`config.mk`:
```
export PLATFORM = sky130hd
export DESIGN_NAME = bdd_node_loader
export DESIGN_NICKNAME = d
export VERILOG_FILES = /design/src/rtl/bdd_node_loader.sv
export SDC_FILE = /design/constraint.sdc
export NUM_CORES = 1
export LEC_CHECK = 0
export CAP_MARGIN = 20
export CORE_ASPECT_RATIO = 1.2
export CORE_MARGIN = 1.5
export CORE_UTILIZATION = 40
export DETAILED_ROUTE_END_ITERATION = 12
export SYNTH_ARGS = -nofsm -noshare
export SYNTH_HDL_FRONTEND = slang
export SYNTH_SLANG_ARGS = --single-unit
```
`constraint.sdc`:
```
create_clock -name clk -period 2.6 [get_ports clk]
set_input_delay 0.52 -clock clk [delete_from_list [all_inputs] [get_ports clk]]
set_output_delay 0.52 -clock clk [all_outputs]
set_load 0.05 [all_outputs]
```
`src/rtl/bdd_node_loader.sv`:
```
// rtl/bdd_node_loader.sv - byte-stream loader that programs the tree-walk node SRAMs
// Optional trailing XOR checksum byte: define BDD_LOADER_CHECKSUM_EN.
module bdd_node_loader #(
  parameter int RAM1_DATA_WIDTH = 34,
  parameter int RAM2_DATA_WIDTH = 16,
  parameter int ADDR_WIDTH      = 5,
  parameter int DEPTH           = 32
) (
  input  logic                       clk,
  input  logic                       rst_n,
  input  logic [7:0]                 s_data,
  input  logic                       s_valid,
  output logic                       s_ready,
  input  logic                       abort,
  output logic [ADDR_WIDTH-1:0]      wr_addr,
  output logic                       we,
  output logic [RAM1_DATA_WIDTH-1:0] ram1_data,
  output logic [RAM2_DATA_WIDTH-1:0] ram2_data,
  output logic                       busy,
  output logic                       done,
  output logic                       err,
  output logic [ADDR_WIDTH:0]        nodes_loaded
);
  // Only the low RAM1 bits of bytes 0-4 plus byte 5 are ever needed, so the
  // discarded top bits of the 40-bit field are never stored.
  localparam int         ASM_W    = RAM1_DATA_WIDTH + 8;
  localparam logic [8:0] LP_DEPTH = 9'(DEPTH);

  typedef enum logic [2:0] {S_IDLE, S_COUNT, S_REC, S_WRITE, S_FIN, S_CSUM} state_t;

  state_t                r_state;
  logic [ASM_W-1:0]      r_asm;
  logic [2:0]            r_idx;
  logic [ADDR_WIDTH-1:0] r_addr;
  logic [ADDR_WIDTH:0]   r_n;
`ifdef BDD_LOADER_CHECKSUM_EN
  logic [7:0]            r_csum;
`endif
  logic                  w_accept;
  logic [ADDR_WIDTH:0]   w_loaded_inc;

  assign w_accept     = s_valid && s_ready;
  assign w_loaded_inc = nodes_loaded + 1'b1;

  always_ff @(posedge clk or negedge rst_n) begin
    if (!rst_n) begin
      r_state      <= S_IDLE;
      r_asm        <= '0;
      r_idx        <= '0;
      r_addr       <= '0;
      r_n          <= '0;
`ifdef BDD_LOADER_CHECKSUM_EN
      r_csum       <= '0;
`endif
      s_ready      <= 1'b1;
      wr_addr      <= '0;
      we           <= 1'b0;
      ram1_data    <= '0;
      ram2_data    <= '0;
      busy         <= 1'b0;
      done         <= 1'b0;
      err          <= 1'b0;
      nodes_loaded <= '0;
    end else begin
      we   <= 1'b0;
      done <= 1'b0;
      if (abort) begin
        // The write strobed this cycle lands in the SRAM, so it is counted.
        if (r_state != S_IDLE)  err          <= 1'b1;
        if (r_state == S_WRITE) nodes_loaded <= w_loaded_inc;
        r_state <= S_IDLE;
        busy    <= 1'b0;
        s_ready <= 1'b1;
      end else begin
        case (r_state)
          S_IDLE: begin
            if (w_accept && s_data == 8'hA5) begin
              r_state      <= S_COUNT;
              busy         <= 1'b1;
              err          <= 1'b0;
              nodes_loaded <= '0;
`ifdef BDD_LOADER_CHECKSUM_EN
              r_csum       <= '0;
`endif
            end
          end
          S_COUNT: begin
            if (w_accept) begin
              if (s_data == 8'h00 || {1'b0, s_data} > LP_DEPTH) begin
                err     <= 1'b1;
                busy    <= 1'b0;
                r_state <= S_IDLE;
              end else begin
                r_n     <= s_data[ADDR_WIDTH:0];
                r_addr  <= '0;
                r_idx   <= '0;
                r_state <= S_REC;
              end
            end
          end
          S_REC: begin
            if (w_accept) begin
              r_asm <= {r_asm[ASM_W-9:0], s_data};
`ifdef BDD_LOADER_CHECKSUM_EN
              r_csum <= r_csum ^ s_data;
`endif
              if (r_idx == 3'd6) begin
                r_state   <= S_WRITE;
                we        <= 1'b1;
                s_ready   <= 1'b0;
                wr_addr   <= r_addr;
                ram1_data <= r_asm[ASM_W-1:8];
                ram2_data <= RAM2_DATA_WIDTH'({r_asm[7:0], s_data});
              end else begin
                r_idx <= r_idx + 3'd1;
              end
            end
          end
          S_WRITE: begin
            nodes_loaded <= w_loaded_inc;
            if (w_loaded_inc == r_n) begin
`ifdef BDD_LOADER_CHECKSUM_EN
              r_state <= S_CSUM;
              s_ready <= 1'b1;
`else
              r_state <= S_FIN;
              done    <= 1'b1;
`endif
            end else begin
              r_addr  <= r_addr + 1'b1;
              r_idx   <= '0;
              r_state <= S_REC;
              s_ready <= 1'b1;
            end
          end
          S_FIN: begin
            r_state <= S_IDLE;
            busy    <= 1'b0;
            s_ready <= 1'b1;
          end
`ifdef BDD_LOADER_CHECKSUM_EN
          S_CSUM: begin
            if (w_accept) begin
              if (s_data != r_csum) begin
                err     <= 1'b1;
                busy    <= 1'b0;
                r_state <= S_IDLE;
              end else begin
                done    <= 1'b1;
                s_ready <= 1'b0;
                r_state <= S_FIN;
              end
            end
          end
`endif
          default: begin
            r_state <= S_IDLE;
            busy    <= 1'b0;
            s_ready <= 1'b1;
          end
        endcase
      end
    end
  end
endmodule

```
; Yosys cells after proc, flatten, opt, wreduce, memory -nomap -nowiden
; Cells that the tools add are included.
[word_totals]
reg_bits = 125
latch_bits = 0
mem_bits_rw = 0
romBits = 0
in_bits = 12
output_inout_bits = 66
n_memories = 0
[op_classes]
add_sub_neg = 3
n_mul = 0
div_mod_pow = 0
magnitude_cmp = 1
eq_ne = 21
shift = 0
n_mux = 45
bitwise_logic = 2
reduce_logical = 22
[op_table]
columns = cell, n
row1 = $mux 3, 11
row2 = $mux 1, 20
row3 = $reduce_and 4->1, 5
row4 = $mux 6, 3
row5 = $ne 3x3->1 const B, 6
row6 = $mux 5, 3
row7 = $pmux 3 s4, 1
row8 = $pmux 6 s2, 1
row9 = $ne 2x2->1 const B, 5
row10 = $pmux 5 s2, 1
row11 = $reduce_and 5->1, 2
row12 = $pmux 3 s3, 1
row13 = $reduce_bool 3->1, 3
row14 = $eq 8x8->1 const B, 1
row15 = $gt 8x6->1 const B, 1
row16 = $logic_not 8->1, 1
row17 = $ne 2x1->1 const B, 4
row18 = $reduce_and 7->1, 1
row19 = $add 6x1->6 const B, 1
row20 = $eq 3x2->1 const B, 2
row21 = $eq 6x6->1, 1
row22 = $pmux 1 s3, 2
row23 = $reduce_and 3->1, 2
row24 = $add 5x1->5 const B, 1
row25 = other kinds (11), 15

; Depth between registers and ports, before layout
[logic_depth]
ltp_word = 6
depth_mapped = 7
depth_no_buf = 7

; Least setup slack after synthesis
; OpenSTA, ideal clock, no wires.
[synth_timing]
path_type = register -> register
from = register nodes_loaded[3]
to = register r_idx[1]
setup_time_ns = 0.127
arrival_time_ns = 2.451
required_ns = 2.473
path_slack_ns = 0.021
stages_incl_launch_ff = 8
path_cell_list = dfrtp_1 buf_4 nand4_2 or3_4 a2111oi_4 nand4_1 nand2_1 mux2_1
[synth_via]
elab_chain_len = 4
[synth_lines]
columns = item, line_no
row1 = start: declaration, 22  ; output logic [ADDR_WIDTH:0] nodes_loaded
row2 = start signal: assignment, 70  ; if (r_state == S_WRITE) nodes_loaded <= w_loaded_inc;
row3 = start signal: assignment, 120  ; nodes_loaded <= w_loaded_inc;
row4 = $add 6x1->6, 43  ; assign w_loaded_inc = nodes_loaded + 1'b1;
row5 = $eq 6x6->1, 121  ; if (w_loaded_inc == r_n) begin
row6 = $ne 2x2->1 (no source line), --
row7 = $reduce_and 7->1 (no source line), --
row8 = end signal: assignment, 115  ; r_idx <= r_idx + 3'd1;
row9 = end: declaration, 33  ; logic [2:0] r_idx;
; Every way passes these cells.
; A chain may end at the register's enable or synchronous reset.

; Final worst setup path
; Same ends and word-level chain as after synthesis.

==> flow_summary.yaml <==
floorplan:
  die_area_um2: 13900
  die_w_um: 108
  io-pin-count: 78
  core-area_um2: 12800
  initial_core_util: 0.414
  die_h_um: 129
  fp-row-count: 45
clocking:
  cts_htree_levels: 4
  cts_sinks: 125
  post_cts_buffers: 0
  clk_pin_slew_ns: 0.05
  cts-root-buf: "clkbuf_16"
  cts_resized: 0
  numCtsBuffers: 17
  clockBufferDepth: 2
  clk_latency_ns: 0.41
  cts_tree: "yes"
  holdBufCountCts: 0
layout:
  drive_gt1_frac: 0.134
  areaGrowthSynthToFinish_pct: 32.6
  diodes: 0
  num-nets-final: 579
  fin_util: 0.549
  final_cell_area_um2: 7010
grt:
  grt_pass1_vias: 3995
  grt_antenna_before_repair: 0
  grt_pass1_wl_um: 19300
  grt_util_all_layers: 0.179
  grt-ovfl-total: 0
  grt_max_degree: 60
synth:
  yosys-top-cells-count: "nand2_1, dfrtp_1, mux2_1, mux2_2, nor2_1"
  synth_sequential_area_ratio: 0.592
  syn_area_per_cell_um2: 11.4
  ys.flop_type: "dfrtp_1"
  ys_seq_elements: 125
  synthArstFlopShare: 1.00
  synthTopCellsByArea: "dfrtp_1, mux2_1, nand2_1"
  yosysTopAreaCellShare: 0.587
  yosysUniqueCellTypes: 55
  synth.most_common_cell: "nand2_1"
  synth_edf_count: 0
  yosys_warnings: 0
  synth_nets: 481
  synthCells: 465
  yosys.area.top_type: "dfrtp_1"
  syn_area_um2: 5290
timing:
  fmax_mhz: 427
  relSlewSlack: 0.602
  fin_crit_ns: 2.34
  slew_viol_final: 0
  worst_clock_skew_ns: 0.00782
  hold_viol: 0
  worst-slew-pin-transition_ns: 0.597
  grt_setup_unrepaired: "no"
  finalCritPeriodShare: 0.900
  setup_viol: 0
setup_path:
  cp-end-kind: "register"
  slowest_delay_ns: 0.49
  worst-path-buf-inv: 0
  crit_arrival_ns: 2.63
  worst_path_max_delay_cell: "dfrtp_1"
  crit_family: "simple AND/OR/NAND/NOR gates"
  r2r_slack_ns: 0.26
  worst-setup-path-type: "reg2reg"
  crit_fanout: 8
  cp.required_ns: 2.89
  startpoint_type: "register"
  path_cells: "nand4_2, or3_4, a2111oi_4, nand4_1, nand2_1, mux2_1"
detailed_routing:
  drc_errors: 0
  drt-total-wl_um: 11300
  dr.pass1.iters: 4
  drtIter0Drc: 140
  vias: 3799
  routedWlPerCell_um: 15.3
  antenna_left: 0
  via_per_inst: 5.13
place:
  dp_hpwl_um: 7630
  place_area_um2: 6350
  place_congestion: 0.848
  port_buffers: 77
hold_path:
  min_path_type: "in2async"
power_and_ir_drop:
  vdd.ir_drop.worst_v: 0.000440
  power_w: 0.00551
  p_per_area_nw_per_um2: 786
  p_leak_nw: 3.44
flow_run:
  maxCapViolCount: 0
outcome:
  outcome: "complete, no violations"
-- final timing paths --
check / from / to / cells after the start
setup / recovery: nodes_loaded[3] / r_idx[1] / 6
hold / removal: rst_n / ram1_data[29] / 1
setup reg to reg: nodes_loaded[3] / r_idx[1] / 6
hold reg to reg: r_asm[39] / r_asm[39] / 2
max in group asynchronous: rst_n / ram1_data[4] / 2
min in group clk: r_asm[39] / r_asm[39] / 2
-- flip-flops by register name, indices dropped and copies added, names as in the netlist --
signal / flops
wr_addr: 5
done: 1
nodes_loaded: 6
err: 1
ram1_data: 34
s_ready: 1
r_idx: 3
r_asm: 42
we: 1
r_n: 6
busy: 1
r_addr: 5
r_state: 3
ram2_data: 16
-- metrics by stage --
step	setup slack, ns	hold slack (ns)	instances	TNS (ns)
floorplan	0.0211	0.224	465	0
detailed placement	-0.0983	0.463	708	-2.84
CTS	0.240	0.0958	740	0
finish	0.260	0.0975	740	0
global route	0.141	0.131	740	0
global placement	-0.0892	0.455	708	-2.37
-- where the power goes --
part	switching [W]	internal (W)	leakage, nW
clock	0.000821	0.00178	0.309
sequential	0.000158	0.00207	1.71
combinational	0.000409	0.000274	1.43
-- worst reg2reg max path, stage by stage, from the launching register on --
cell	delay (ns)
dfrtp_1	0.49
nand4_2	0.17
or3_4	0.41
a2111oi_4	0.45
nand4_1	0.23
nand2_1	0.15
mux2_1	0.33
-- per-layer routing --
layer / share of wire / track usage / wire length, um / vias to the layer above
met2: 0.50 / 0.294 / 5620 / 82
met1: 0.46 / 0.231 / 5200 / 1896
met5: 0 / 0 / 0 / -
met3: 0.031 / 0.0339 / 352 / 15
li1: - / - / - / 1806
met4: 0.015 / 0.0759 / 167 / 0
-- layout by cell type (no fill, tap or decap), drive strengths merged, types with 5 or more instances in the layout --
cell type	synthesis	routed
nand3	9	9
dfrtp	124	124
clkbuf	10	22
nand2	139	139
nor2	14	14
bufinv	0	5
nand4	5	5
buf	9	22
o21ai	11	11
mux2	63	63
or3	5	5
a21oi	11	11
clkdlybuf4s50	0	76
nor3	7	7
-- cells by family after synthesis --
logic type | Yosys count | share of synthesized area
multiplexers | 64 | 0.136
buffers and inverters | 23 | 0.0248
adder cells (fa/ha/maj) | 4 | 0.00947
XOR/XNOR | 6 | 0.00994
AND/OR/NAND/NOR | 198 | 0.168
AO/OA/AOI/OAI | 45 | 0.0601
flip-flops | 125 | 0.592
-- final cells by class --
class                           instances  area (um2)
Tap cell                              164         205
Clock inverter                         10         185
Inverter                                4        15.0
Multi-Input combinational cell        317        2040
Fill cell                            1156        5770
Sequential cell                       125        3130
Clock buffer                           22         474
Timing Repair Buffer                   98         963
Power figures use the tool's default switching activity.
